==> config.mk <==
export PLATFORM = sky130hd
export DESIGN_NAME = uart_rx_serial
export DESIGN_NICKNAME = d
export VERILOG_FILES = /design/src/rtl/uart_rx_serial.sv
export SDC_FILE = /design/constraint.sdc
export NUM_CORES = 1
export LEC_CHECK = 0
export ABC_AREA = 1
export CAP_MARGIN = 40
export CORE_MARGIN = 1
export CORE_UTILIZATION = 55
export CTS_BUF_LIST = sky130_fd_sc_hd__clkbuf_8
export CTS_CLUSTER_SIZE = 14
export DETAILED_ROUTE_END_ITERATION = 12
export PLACE_DENSITY_LB_ADDON = 0.1
export SYNTH_ARGS = -nofsm -noshare
export SYNTH_HDL_FRONTEND = slang
export SYNTH_SLANG_ARGS = --single-unit
export TNS_END_PERCENT = 10
==> constraint.sdc <==
create_clock -name clock -period 3.8 [get_ports clock]
set_input_delay 0.76 -clock clock [delete_from_list [all_inputs] [get_ports clock]]
set_output_delay 0.76 -clock clock [all_outputs]
set_load 0.01 [all_outputs]
==> src/rtl/uart_rx_serial.sv <==
// uart_rx_serial: 8N1 UART receiver with mid-bit sampling, framing-error detection and break lockout
module uart_rx_serial #(
   parameter int CLOCKS_POR_BIT = 5209
) (
   input  logic       clock,
   input  logic       reset_n,
   input  logic       bitSerialRecebido,
   output logic [7:0] byteRecebido,
   output logic       dadosValidos,
   output logic       erroDeQuadro,
   output logic       recepcaoEmAndamento
);
   localparam int CW = (CLOCKS_POR_BIT > 1) ? $clog2(CLOCKS_POR_BIT) : 1;
   localparam logic [CW-1:0] ULTIMO = CW'(CLOCKS_POR_BIT - 1);
   localparam logic [CW-1:0] MEIO = CW'((CLOCKS_POR_BIT - 1) / 2);
   localparam logic [2:0] ESPERA = 3'd0;
   localparam logic [2:0] BIT_INICIO = 3'd1;
   localparam logic [2:0] BITS_DADOS = 3'd2;
   localparam logic [2:0] BIT_PARADA = 3'd3;
   localparam logic [2:0] LIMPEZA = 3'd4;
   logic [2:0] estado;
   logic [CW-1:0] contador;
   logic [2:0] indiceBit;
   logic [7:0] deslocamento;
   logic linhaMeta, linhaSinc, armado;
   always_ff @(posedge clock or negedge reset_n)
      if (!reset_n) begin
         linhaMeta <= 1'b1;
         linhaSinc <= 1'b1;
      end else begin
         linhaMeta <= bitSerialRecebido;
         linhaSinc <= linhaMeta;
      end
   // armado is cleared by a framing error so a held-low line cannot start new frames
   always_ff @(posedge clock or negedge reset_n)
      if (!reset_n) begin
         estado <= ESPERA;
         contador <= '0;
         indiceBit <= '0;
         deslocamento <= '0;
         armado <= 1'b1;
         byteRecebido <= '0;
         dadosValidos <= 1'b0;
         erroDeQuadro <= 1'b0;
         recepcaoEmAndamento <= 1'b0;
      end else begin
         dadosValidos <= 1'b0;
         erroDeQuadro <= 1'b0;
         case (estado)
            ESPERA: begin
               contador <= '0;
               indiceBit <= '0;
               if (linhaSinc) armado <= 1'b1;
               else if (armado) begin
                  estado <= BIT_INICIO;
                  recepcaoEmAndamento <= 1'b1;
               end
            end
            BIT_INICIO:
               if (contador == MEIO) begin
                  contador <= '0;
                  if (linhaSinc) begin
                     estado <= ESPERA;
                     recepcaoEmAndamento <= 1'b0;
                  end else estado <= BITS_DADOS;
               end else contador <= contador + CW'(1);
            BITS_DADOS:
               if (contador == ULTIMO) begin
                  contador <= '0;
                  deslocamento[indiceBit] <= linhaSinc;
                  if (indiceBit == 3'd7) estado <= BIT_PARADA;
                  else indiceBit <= indiceBit + 3'd1;
               end else contador <= contador + CW'(1);
            BIT_PARADA:
               if (contador == ULTIMO) begin
                  contador <= '0;
                  estado <= LIMPEZA;
                  if (linhaSinc) begin
                     byteRecebido <= deslocamento;
                     dadosValidos <= 1'b1;
                  end else begin
                     erroDeQuadro <= 1'b1;
                     armado <= 1'b0;
                  end
               end else contador <= contador + CW'(1);
            LIMPEZA: begin
               recepcaoEmAndamento <= 1'b0;
               estado <= ESPERA;
            end
            default: estado <= ESPERA;
         endcase
      end
endmodule

== Word level (Yosys, flattened, before mapping) ==
Index checks and enable logic that the tools add are counted.

* Register bits: 41
* Bits of input ports: 3
* Output and inout port bits: 11
* Logic and storage cells: 77

* $add $sub $neg: 2
* $lt $le $gt $ge: 2
* Eq/ne operators: 17
* Mux-type cells: 32
* Reduce and logical (&&, ||, !) cells: 13

{| class="wikitable"
|+ Operator list
! operator !! number
|-
| 13-bit case mux with 3 select lines || 1
|-
| 13-bit two-way mux || 2
|-
| 3-bit two-way mux || 8
|-
| 2-bit inequality test, second input constant || 10
|-
| 1-bit two-way mux || 14
|-
| 13-bit by 1-bit adder with 13-bit output, second input constant || 1
|-
| 13-bit by 12-bit == test with 1-bit output, second input constant || 1
|-
| 13-bit == test, second input constant || 1
|-
| 3-bit case mux with 4 select lines || 1
|-
| 8-bit bitwise mux || 1
|-
| 3-bit by 2-bit == test with 1-bit output, second input constant || 2
|-
| 3-bit == test, second input constant || 2
|-
| 3-bit case mux with 2 select lines || 1
|-
| 3-bit AND reduction || 2
|-
| 6-bit AND reduction || 1
|-
| 3-bit nonzero test || 2
|-
| 5-bit AND reduction || 1
|-
| 3-bit by 4-bit < comparator with 1-bit output, second input constant || 1
|-
| 4-bit AND reduction || 1
|-
| 2-bit nonzero test || 2
|-
| 3-bit by 1-bit adder with 3-bit output, second input constant || 1
|-
| 1-bit demux with 3-bit select || 1
|-
| 3-bit by 1-bit == test with 1-bit output, second input constant || 1
|-
| 3-bit by 1-bit >= comparator with 1-bit output, second input constant || 1
|-
| 7 further kinds || 7
|}

== Longest topological paths before layout ==
Gate-level depths: netlist of the first run.

* Depth in word-level cells: 5
* Depth in mapped cells: 9
* Depth with buffers taken out: 9

== Worst setup path after synthesis of the first run ==
No wires, ideal clock.

* Path type: reg-to-reg
* Start: reg contador[0]
* End: reg contador[4]
* Library setup time: 0.121 ns
* Data arrival time: 1.370 ns
* Path slack: 2.309 ns
* Stages on the path, launching flop included: 10
* Clock period less this slack: 1.491 ns
* Path through: dfrtp_1 -> inv_1 -> ha_1 -> nand2_1 -> nor2_1 -> nand3_4 -> nand2_4 -> nand2_4 -> nor2_4 -> nor2_1

* Word-level cells in the longest chain between the ends: 3

{| class="wikitable"
|+ Ends and longest elaborated chain
! item !! RTL line !! RTL
|-
| start: declaration || 22 || <nowiki>logic [CW-1:0] contador;</nowiki>
|-
| start signal: assignment || 66 || <nowiki>end else contador <= contador + CW'(1);</nowiki>
|-
| start signal: assignment || 73 || <nowiki>end else contador <= contador + CW'(1);</nowiki>
|-
| start signal: assignment || 85 || <nowiki>end else contador <= contador + CW'(1);</nowiki>
|-
| 13-bit by 1-bit adder with 13-bit output, or another cell as far along || 66, 73, 85 ||
|-
| 13-bit two-way mux (on tied branches) || 68, 75, 60 ||
|-
| 13-bit case mux with 3 select lines * || 49 || <nowiki>case (estado)</nowiki>
|}

Mark *: on every way between the ends. The rest lies on a longest branch, timed or not.
A chain may end at the register's enable or synchronous reset.

== Worst setup path in the final report of the first run ==
* Start: reg byteRecebido[3]
* End: out byteRecebido[3]

{| class="wikitable"
|+ RTL lines
! item !! RTL line !! RTL
|-
| start: declaration || 8 || <nowiki>output logic [7:0] byteRecebido,</nowiki>
|-
| start signal: assignment || 79 || <nowiki>byteRecebido <= deslocamento;</nowiki>
|}

No word-level cell between the ends.

==> results of run 1 <==
==> routing by layer <==
metal,global-route usage [%],wire (um)
met1,33.7,2240
met2,32.2,1820
met3,4.05,117
met5,0,0
met4,10.8,80
==> flip-flops by register name (all words and copies together), names as in the netlist <==
name and count:
dadosValidos 1, indiceBit 3, armado 1, contador 13
estado 3, deslocamento 8, byteRecebido 8, linhaSinc 1
recepcaoEmAndamento 1, erroDeQuadro 1, linhaMeta 1
==> placed cells by master (no fill, tap or decap), drive strengths merged, types with 4 or more instances in the layout <==
cell type / count
nor2: 39
a21oi: 4
clkdlybuf4s50: 12
dfrtp: 38
ha: 4
xor2: 4
clkbuf: 5
nand2: 118
o21ai: 15
nor3: 9
nand3: 22
nand4: 6
inv: 29
==> stage by stage <==
| stage | utilization [%] | hold WS [ns] | std cells | instance area, um2 | total power [mW] |
|---|---|---|---|---|---|
| floorplan | - | 0.345 | 292 | 2180 | 0.773 |
| global route | 67.1 | 0.368 | 361 | 2490 | 1.28 |
| CTS | 67.1 | 0.363 | 361 | 2490 | 1.22 |
| detailed placement | 64.0 | 0.352 | 353 | 2380 | 0.865 |
| finish | 67.1 | 0.362 | 361 | 2490 | 1.21 |
| global placement | 63.4 | 0.346 | 352 | 2360 | 0.859 |
==> final timing paths <==
check / start / end / slack [ns] / cells after the start
setup / recovery: byteRecebido[3] / byteRecebido[3] / 1.83 / 1
hold / removal: linhaMeta / linhaSinc / 0.36 / 0
setup reg to reg: estado[2] / byteRecebido[0] / 2.07 / 7
hold reg to reg: linhaMeta / linhaSinc / 0.36 / 0
max in group asynchronous: reset_n / armado / 2.89 / 2
min in group asynchronous: reset_n / contador[9] / 0.37 / 1
==> cells by family after synthesis <==
kind of cell / Yosys count / synth area share, %
DFF: 41 / 47.3
xor gates and xnor gates: 4 / 1.61
and+or+nand+nor: 194 / 39.2
adders and majority gates: 4 / 2.30
buffers and inverters: 30 / 5.23
AOI/OAI and AO/OA: 19 / 4.37
==> power by group through the flow <==
stage | Combinational, mW | Sequential [mW] | Clock, mW
after floorplan | 0.256 | 0.516 | 0
after global placement | 0.329 | 0.529 | 0
after detailed placement | 0.334 | 0.531 | 0
after CTS | 0.335 | 0.523 | 0.361
after global routing | 0.380 | 0.529 | 0.376
final | 0.334 | 0.525 | 0.351
==> cell type report <==
class,instances,area share [%]
Clock buffer,5,2.76
Clock inverter,3,1.86
Inverter,29,4.37
Multi-Input combinational cell,221,41.5
Sequential cell,41,41.3
Tap cell,48,2.41
Timing Repair Buffer,14,5.82
==> results.txt, run 1 <==
The count of buffers added by post-CTS timing repair for setup came out at 0. After detailed routing, the average wire length per cell comes to 11.8 um. The wire-length estimate of the detail-placed layout is 3210 um. For this run, the register share of the synthesized area comes to 47.3%. The combinational fraction of design power came out at around 28%.

In this run, the number of DRC markers left after iteration 0 of detailed routing was 207. The detail route stage leaves a number of antenna-violating nets equal to 0. The repair_antennas step left the layout with diodes totalling 0. The worst setup slack after placement is around 2.1 ns. At the later pin of the worst-skew pair, clock insertion delay measures roughly 0.3 ns. The floorplan step defined a core boundary enclosing around 3700 um2. The final-report max-slew violation count is 0. The clock-pin slew on the worst setup and hold paths came out at around 0.08 ns. The run finished with clean final reports. On the critical path, the stage with the largest delay is an instance of sky130_fd_sc_hd__clkdlybuf4s50_1. During placement, the flow inserted port buffers numbering 13.

The remaining global-route overflow came out at 0. Walking the worst path, the cells encountered are clkdlybuf4s50_1. The gate count after technology mapping is 292. The number of nets handed over by synthesis was ~300. The critical path's largest stage delay is approximately 0.54 ns. The area share of the largest cell type after synthesis came out at 43.7%. After clock tree synthesis, the repair step resized 0 gates.

The critical path endpoint category is a primary output. At the worst endpoint, the required time is 3.04 ns. The netlist area before placement is approximately 2200 um2. The area added between synthesis and finish is 14.5%.

The number of buffers and inverters on the critical path is 1. The maximum number of pins on one net before global-route repair is 27. STA classifies the critical path startpoint as a flip-flop. Across every metal layer, demand over resource in global routing totals a little under a quarter. The weighted congestion reported at the end of routability-driven placement is 0.947.

By count the netlist is led by 113 x sky130_fd_sc_hd__nand2_1, 38 x sky130_fd_sc_hd__dfrtp_1, 33 x sky130_fd_sc_hd__nor2_1. From bottom edge to top edge, the die measures 64.9 um. The power share of the sequential group is around 43%. In this run the worst path has a maximum fanout of 2. The fraction of registers with async set or reset after synthesis came out at 100%. The initial antenna violation count is 0.

Setup repair after global routing left no endpoint under its margin. The number of warnings printed during yosys synthesis came out at 0. The starting density of the core came out at between 50% and 60%. CTS built an H-tree with a depth of 2. The max-slew headroom at the worst pin is between 60% and 70%. Of the total power, the share spent switching nets is ~36%.

The startpoint-to-endpoint class of the critical path is reg2out. The leakage dissipation is 1.20 nW. For this design the total switching power over the nets is 0.436 mW. The internal power of the cells came out at between 0.7 and 0.8 mW. The data arrival time of the worst path came out at approximately 1.2 ns. Across the routed clock network, the largest skew measured is just under 0.006 ns. The setup violation total in the final timing report came out at 0. The first detailed-routing pass took 4 iterations.

Among all flip-flop cells after synthesis, the most frequent one is sky130_fd_sc_hd__dfrtp_1. The number of sinks handled by clock tree synthesis came out at 41. The worst-case IR drop observed on VDD is 0.305 mV. The largest total area in the synthesized netlist belongs to sky130_fd_sc_hd__dfrtp_1.

The number of global-route vias before repair is approximately 1600. The netlist uses 22 different library cells. The detailed-route DRC error count came out at 0.

The area of the multi-input gates came out at 1030 um2. The number of max-cap violations is 0. The maximum clock frequency is between 0.5 and 0.6 GHz.

The transition time of the tightest slew-check pin came out at approximately 0.56 ns. TritonCTS built the clock tree. The most instantiated library cell after synthesis is sky130_fd_sc_hd__nand2_1. The final hold violation count came out at 0. The kind of cell with the highest combined delay on the critical path is buffers and inverters. The via count of the routed design came out at approximately 1900. Ranked by total cell area, the synthesized netlist is headed by sky130_fd_sc_hd__dfrtp_1 44%, sky130_fd_sc_hd__nand2_1 19%, sky130_fd_sc_hd__nor2_1 5.7%. The path type of the worst min-delay path is reg2reg.

The worst-case setup margin in the final layout came out at ~1.8 ns. The area of all sequential standard cells is about 1000 um2. In this run the horizontal extent of the chip is roughly 65 um.

The first global-routing pass estimated around 7300 um of wire. The final critical delay including setup and external delays came out at 1.97 ns. The total routed wirelength came out at 4260 um. The average instance in the mapped netlist occupies ~7.5 um2. The number of buffers inserted for hold repair after clock tree synthesis came out at 0. The number of fill cells in the layout came out at roughly 320. The TritonCTS buffer count came out at 5. After synthesis the netlist holds a flip-flop and latch count of 41. The number of primary I/O pins is 14. The part of the cycle the worst path needs came out at about half. The number of nets in the final layout came out at between 300 and 400.

The placement row count is 22. The fraction of power consumed by the clock network came out at between 20 and 30%. The number of enable flip-flop cells after synthesis came out at 0.

In the final layout, the share of cells above drive strength 1 is a little over a tenth. The die area is around 4200 um2. The buffer depth of the longest clock path is 2. After routing, the total negative slack on setup checks comes to 0 ns. The detailed-route vias per instance came out at 5.15. The cell sitting at the root of the clock tree is a sky130_fd_sc_hd__clkbuf_8.

For this design the ratio of total power to cell area is 485 nW/um2.
(Power assumes the default switching activity.)
==> run 2: changes to the inputs <==
==> constraint.sdc (replaced) <==
create_clock -name clock -period 1.8 [get_ports clock]
set_input_delay 0.36 -clock clock [delete_from_list [all_inputs] [get_ports clock]]
set_output_delay 0.36 -clock clock [all_outputs]
set_load 0.01 [all_outputs]
==> run 2 against run 1 <==
Non-clock buffer count up 3. Largest cell class unchanged. Clock skew about the same. Cell count up 0.83%. Sequential share of layout area down 0.12 points. Final area up 0.40%. Largest power group unchanged. First-iteration DRC count down 36%. Global-route usage up 1.1 points. Count of clock-buffer cells in the layout up 1. Sequential power up 110%.
==> results.txt, run 2 (synthesized netlist as in run 1, its figures left out) <==
The number of fill cells in the layout was 315 (was 324). The number of max-cap violations came to 0 (unchanged). The number of nets in the final layout came to 322 (was 319). The area of all sequential standard cells came out at 1030 um2 (about the same). The startpoint-to-endpoint class of the critical path is reg2reg (was reg2out). The total track usage came out at 24.0% (was 22.9%). The critical path's largest stage delay is 0.42 ns (was 0.54 ns). The area added between synthesis and finish is 14.9% (was 14.5%). The maximum number of pins on one net before global-route repair is 42 (was 27). Result of the run: finished, final reports clean (unchanged). Highest-count cells in the layout ignoring fill and taps: 113 x sky130_fd_sc_hd__nand2_1, 37 x sky130_fd_sc_hd__dfrtp_1, 33 x sky130_fd_sc_hd__nor2_1 (was 113 x sky130_fd_sc_hd__nand2_1, 38 x sky130_fd_sc_hd__dfrtp_1, 33 x sky130_fd_sc_hd__nor2_1). The final total negative setup slack came out at 0 ns (unchanged).

The horizontal die dimension is 64.9 um (unchanged). The number of diodes was 0 (unchanged). The total routed wirelength came out at 4300 um (was 4260 um).

The cell area after placement came to 2380 um2 (about the same). The setup violation total in the final timing report is 0 (unchanged). The DRC violation total after the first TritonRoute iteration is 132 (was 207).

The data arrival time of the worst path was 1.86 ns (was 1.21 ns). The number of buffers inserted for hold repair after clock tree synthesis came to 0 (unchanged). The worst path uses a little over 90% of the clock period.

The area of the multi-input gates is 1040 um2 (was 1030 um2). The y dimension of the die was 64.9 um (unchanged). Top Registers: contador x13, byteRecebido x8, deslocamento x8 (unchanged).

The power per cell area came out at 990 nW/um2 (was 485 nW/um2). The detailed placement HPWL came out at 3200 um (was 3210 um). The final critical delay including setup and external delays came out at about 1.7 ns.

The starting density of the core is 58.6% (unchanged). The TritonCTS clock tree is done (unchanged). The global-route wire length before repair came out at 7670 um (was 7340 um). The clock skew after layout came out at 0.00625 ns (was 0.00592 ns). The per-cell routed wire length is 11.8 um (about the same). The transition time of the tightest slew-check pin is 0.498 ns (was 0.557 ns). The max-slew headroom at the worst pin came out at 66.8% (was 62.8%). The clock-pin slew on the worst setup and hold paths is 0.08 ns (about the same). The leakage dissipation came out at 1.21 nW (was 1.20 nW). The remaining global-route overflow is 0 (unchanged). The buffer depth of the longest clock path is 2 (unchanged). The weighted congestion reported at the end of routability-driven placement is 0.910 (was 0.947). The detailed-route vias per instance is 5.13 (was 5.15). The most common cell after layout, fill and taps aside is sky130_fd_sc_hd__nand2_1 (unchanged).

The die area came out at 4210 um2 (unchanged). The critical path endpoint category is a flip-flop (was primary output). The start point of the critical path is contador[0] (was byteRecebido[3]). The slowest cell on the critical path is sky130_fd_sc_hd__dfrtp_1 (was sky130_fd_sc_hd__clkdlybuf4s50_1).

The detailed-route DRC error count is 0 (unchanged). The source-to-sink clock delay at the later pin of the worst-skew pair was 0.29 ns (was 0.30 ns). The number of sinks handled by clock tree synthesis came out at 41 (unchanged).

The maximum level of the CTS H-tree is 2 (unchanged). The fraction of the core area covered by cells at the end of the flow is 67.3% (was 67.1%). The number of primary I/O pins came to 14 (unchanged). Unrepaired setup endpoints after global routing: yes (was no). The flip-flop count of the largest register after layout came out at 13 (unchanged).

The TritonCTS buffer count came out at 5 (unchanged). The beginning of the worst register-to-register path is contador[0] (was estado[2]). The path type of the worst min-delay path is in2async (was reg2reg).

The startpoint class of the critical path is a flip-flop (unchanged). The number of detailed-route iterations in the first pass was 4 (unchanged). Critical path, cell by cell: inv_1, ha_1, nand2_1, nor2_1, nand3_4, nand2_4, nand2_4, nor2_4, nor2_1 (was clkdlybuf4s50_1). The final-report max-slew violation count came to 0 (unchanged). The fraction of final layout cells with drive strength greater than 1 is 12.0% (was 10.5%). The top register by number of flip-flops is contador (unchanged). The number of global-route vias before repair came out at 1707 (was 1640). The core area came out at 3720 um2 (unchanged).

The via count of the routed design came out at 1868 (was 1858). The final hold violation count came to 0 (unchanged). The largest driver fanout on the critical path came out at 8 (was 2).

Timing would allow up to approximately 0.60 GHz. The required time at the worst-slack endpoint is 1.99 ns (was 3.04 ns). The root cell of the clock tree is sky130_fd_sc_hd__clkbuf_8 (unchanged). The post-route antenna net violation count came out at 0 (unchanged).

The number of buffers added on ports came to 13 (unchanged). The final design area excluding fillers was 2500 um2 (was 2490 um2). The maximum ir drop on the vdd rail is 0.841 mV (was 0.305 mV). The initial antenna violation count was 0 (unchanged). The placement row count is 22 (unchanged).
[run 2: worst paths after layout]
| check | end | slack (ns) | cells after the start |
|---|---|---|---|
| hold reg to reg | linhaSinc | 0.37 | 0 |
| min in group clock | linhaSinc | 0.37 | 0 |
| max in group asynchronous | estado[2] | 1.32 | 2 |
| setup reg to reg | contador[4] | 0.13 | 9 |
| hold / removal | contador[6] | 0.11 | 2 |
| setup / recovery | contador[4] | 0.13 | 9 |
[run 2: worst max-delay path: cells and delay by family, from the launching register on]
kind          cells  cell delay [ns]
fa+ha+maj         1             0.19
buf+inv           1             0.10
flops             1             0.42
simple gates      7             0.84
[run 2: timing repair]
action / CTS / global route
setup endpoints to repair: 0 / 12
buffers inserted: 0 / 1
gates resized for setup: 0 / 2
[run 2: power by group]
| group | total, mW | internal [mW] | switching (mW) |
|---|---|---|---|
| combinational | 0.744 | 0.242 | 0.502 |
| sequential | 1.10 | 0.998 | 0.105 |
| clock | 0.631 | 0.311 | 0.320 |
| total | 2.48 | 1.55 | 0.927 |
[run 2: routing by layer]
metal | vias to the layer above | track usage [%] | part of all wire (%)
met5 | - | 0 | 0
met4 | 0 | 8.33 | 0.81
met3 | 5 | 4.23 | 4.2
met2 | 42 | 35.7 | 44
met1 | 851 | 34.9 | 51
li1 | 970 | - | -
[run 2: through the flow]
step                hold slack [ns]  std cells  worst slack (ns)  power, mW
finish                        0.110        364             0.130       2.48
global route                  0.160        364           -0.0118       2.63
CTS                           0.135        363            0.0835       2.49
detailed placement            0.357        355             0.102       1.86
global placement              0.346        355             0.165       1.84
floorplan                    0.0644        292             0.309       1.63
[run 2: cell type report]
type	instances	share of cell area, %
timing repair buffer	17	6.70
multi-input combinational	221	41.5
clock buffer	6	3.30
tap	48	2.40
clock inverter	2	0.550
inverter	29	4.35
sequential	41	41.2
==> run 3: changes to the inputs <==
--- a/config.mk
+++ b/config.mk
@@ -13,7 +13,7 @@
 export CTS_CLUSTER_SIZE = 14
 export DETAILED_ROUTE_END_ITERATION = 12
 export PLACE_DENSITY_LB_ADDON = 0.1
+export SKIP_CTS_REPAIR_TIMING = 1
 export SYNTH_ARGS = -nofsm -noshare
 export SYNTH_HDL_FRONTEND = slang
 export SYNTH_SLANG_ARGS = --single-unit
-export TNS_END_PERCENT = 10
==> run 3 against run 2 <==
Global-route usage is the same. Sequential power about the same. Combinational power is essentially flat. Utilization up 0.13 points.
==> results.txt, run 3 (synthesized netlist as in run 1, its figures left out) <==
The total track usage came out at 24.0% (unchanged). The power per cell area came out at 989 nW/um2 (was 990 nW/um2). The transition time of the tightest slew-check pin came out at 0.502 ns (was 0.498 ns). The startpoint-to-endpoint class of the critical path is reg2reg (unchanged).

The combined buffer and inverter count along the critical path is 1 (unchanged). The DRC violation total after the first TritonRoute iteration came out at 123 (was 132). The maximum ir drop on the vdd rail is 0.841 mV (about the same).

The number of max-cap violations is 0 (unchanged). The critical path's largest stage delay came out at 0.42 ns (about the same). The worst-case setup margin in the final layout is 0.130 ns (about the same). The via count of the routed design is 1874 (was 1868). The global-route wire length before repair is 7670 um (unchanged). The TritonCTS clock tree is done (unchanged). The detailed-route vias per instance came out at 5.15 (was 5.13).

The maximum level of the CTS H-tree came out at 2 (unchanged). The detailed-route DRC error count is 0 (unchanged). The area added between synthesis and finish was 15.2% (was 14.9%). The final hold violation count came to 0 (unchanged). The top register by number of flip-flops is contador (unchanged).

The setup violation total in the final timing report came out at 0 (unchanged). Result of the run: finished, final reports clean (unchanged). The buffer depth of the longest clock path is 2 (unchanged).

The global-route met1 utilization is 34.9% (unchanged). The number of fill cells in the layout is 316 (was 315). The number of global-route vias before repair is 1707 (unchanged). The met3 track utilization from global routing is 4.23% (unchanged). The largest driver fanout on the critical path came out at 8 (unchanged). The required time at the worst-slack endpoint came to 1.98 ns (was 1.99 ns). The final-report max-slew violation count was 0 (unchanged).

The final design area excluding fillers came out at 2510 um2 (was 2500 um2). The maximum number of pins on one net before global-route repair came out at 42 (unchanged). The layer with the highest usage is met2 (unchanged). The number of sinks handled by clock tree synthesis is 41 (unchanged). The worst setup slack after placement came to 0.102 ns (unchanged). The total routed wirelength was 4320 um (was 4300 um). The cell area after placement came to 2380 um2 (unchanged). The maximum clock frequency came out at 0.599 GHz (about the same). The number of buffers added on ports is 13 (unchanged). The part of the cycle the worst path needs is 92.8% (about the same). The number of nets in the final layout is 322 (unchanged). The weighted congestion reported at the end of routability-driven placement is 0.910 (unchanged). The fraction of final layout cells with drive strength greater than 1 came out at 12.0% (unchanged).

Unrepaired setup endpoints after global routing: yes (unchanged). The y dimension of the die was 64.9 um (unchanged). The die area came to 4210 um2 (unchanged). The data arrival time of the worst path is 1.85 ns (was 1.86 ns). The critical path endpoint category is a flip-flop (unchanged). The root cell of the clock tree is sky130_fd_sc_hd__clkbuf_8 (unchanged). The per-cell routed wire length is 11.9 um (was 11.8 um). The number of diodes is 0 (unchanged). The clock skew after layout came out at 0.00732 ns (was 0.00625 ns). Critical path, cell by cell: inv_1, ha_1, nand2_1, nor2_1, nand3_4, nand2_4, nand2_4, nor2_4, nor2_1 (unchanged). The core area is 3720 um2 (unchanged). The most common cell after layout, fill and taps aside is sky130_fd_sc_hd__nand2_1 (unchanged). The flip-flop count of the largest register after layout is 13 (unchanged). The slowest cell on the critical path is sky130_fd_sc_hd__dfrtp_1 (unchanged). The max-slew headroom at the worst pin is 66.5% (was 66.8%). The TritonCTS buffer count is 5 (unchanged).

The placement row count came out at 22 (unchanged). Top Registers: contador x13, byteRecebido x8, deslocamento x8 (unchanged). The clock-pin slew on the worst setup and hold paths is 0.08 ns (about the same). The startpoint class of the critical path is a flip-flop (unchanged).

The path type of the worst min-delay path is in2async (unchanged). Highest-count cells in the layout ignoring fill and taps: 113 x sky130_fd_sc_hd__nand2_1, 37 x sky130_fd_sc_hd__dfrtp_1, 33 x sky130_fd_sc_hd__nor2_1 (unchanged). The horizontal die dimension was 64.9 um (unchanged).

The number of primary I/O pins is 14 (unchanged). The final critical delay including setup and external delays is 1.67 ns (about the same). The remaining global-route overflow is 0 (unchanged). The post-route antenna net violation count is 0 (unchanged).

The kind of cell with the highest combined delay on the critical path was simple AND/OR/NAND/NOR gates (unchanged). The global routing usage on met2 came out at 35.7% (unchanged). The final total negative setup slack came out at 0 ns (unchanged). The source-to-sink clock delay at the later pin of the worst-skew pair is 0.29 ns (about the same). The leakage dissipation came out at 1.21 nW (about the same). The starting density of the core came out at 58.6% (unchanged). The number of detailed-route iterations in the first pass was 4 (unchanged). The detailed placement HPWL is 3200 um (unchanged). The initial antenna violation count is 0 (unchanged).
[run 3: cell counts in the layout (fill, tap and decap cells not counted)]
Identical to the previous run, type by type.
[run 3: area by class of cell]
cell class | instances | area [um2] | share of cell area (%)
repair buffers | 17 | 168 | 6.69
clock inverters | 2 | 13.8 | 0.549
flip-flops and latches | 41 | 1030 | 41.1
multi-input cells | 221 | 1040 | 41.6
well taps | 48 | 60.1 | 2.40
clock buffers | 6 | 82.6 | 3.29
inverters | 29 | 109 | 4.34
[run 3: worst paths after layout]
kind | from | to | slack (ns) | cells past startpoint
setup / recovery | contador[0] | contador[4] | 0.13 | 9
hold / removal | reset_n | contador[6] | 0.11 | 2
setup reg to reg | contador[0] | contador[4] | 0.13 | 9
hold reg to reg | linhaMeta | linhaSinc | 0.37 | 0
max in group asynchronous | reset_n | estado[2] | 1.31 | 2
min in group clock | linhaMeta | linhaSinc | 0.37 | 0
[run 3: report_power, final]
group	total [mW]	internal [mW]	switching, mW
sequential	1.10	0.999	0.105
combinational	0.747	0.242	0.505
clock	0.629	0.311	0.318
[run 3: per-layer routing]
| metal | wire length, um | share of wire, % |
|---|---|---|
| met1 | 2190 | 51 |
| met2 | 1900 | 44 |
| met3 | 195 | 4.5 |
| met4 | 36 | 0.83 |
| met5 | 0 | 0 |
[run 3: metrics by stage]
step,hold WS [ns],utilization (%),power [mW],instances
2_1_floorplan,0.0644,-,1.63,292
3_3_place_gp,0.346,64.0,1.84,355
3_5_place_dp,0.357,64.0,1.86,355
4_1_cts,0.135,66.6,2.49,363
5_1_grt,0.160,67.5,2.63,364
6_report,0.112,67.5,2.48,364
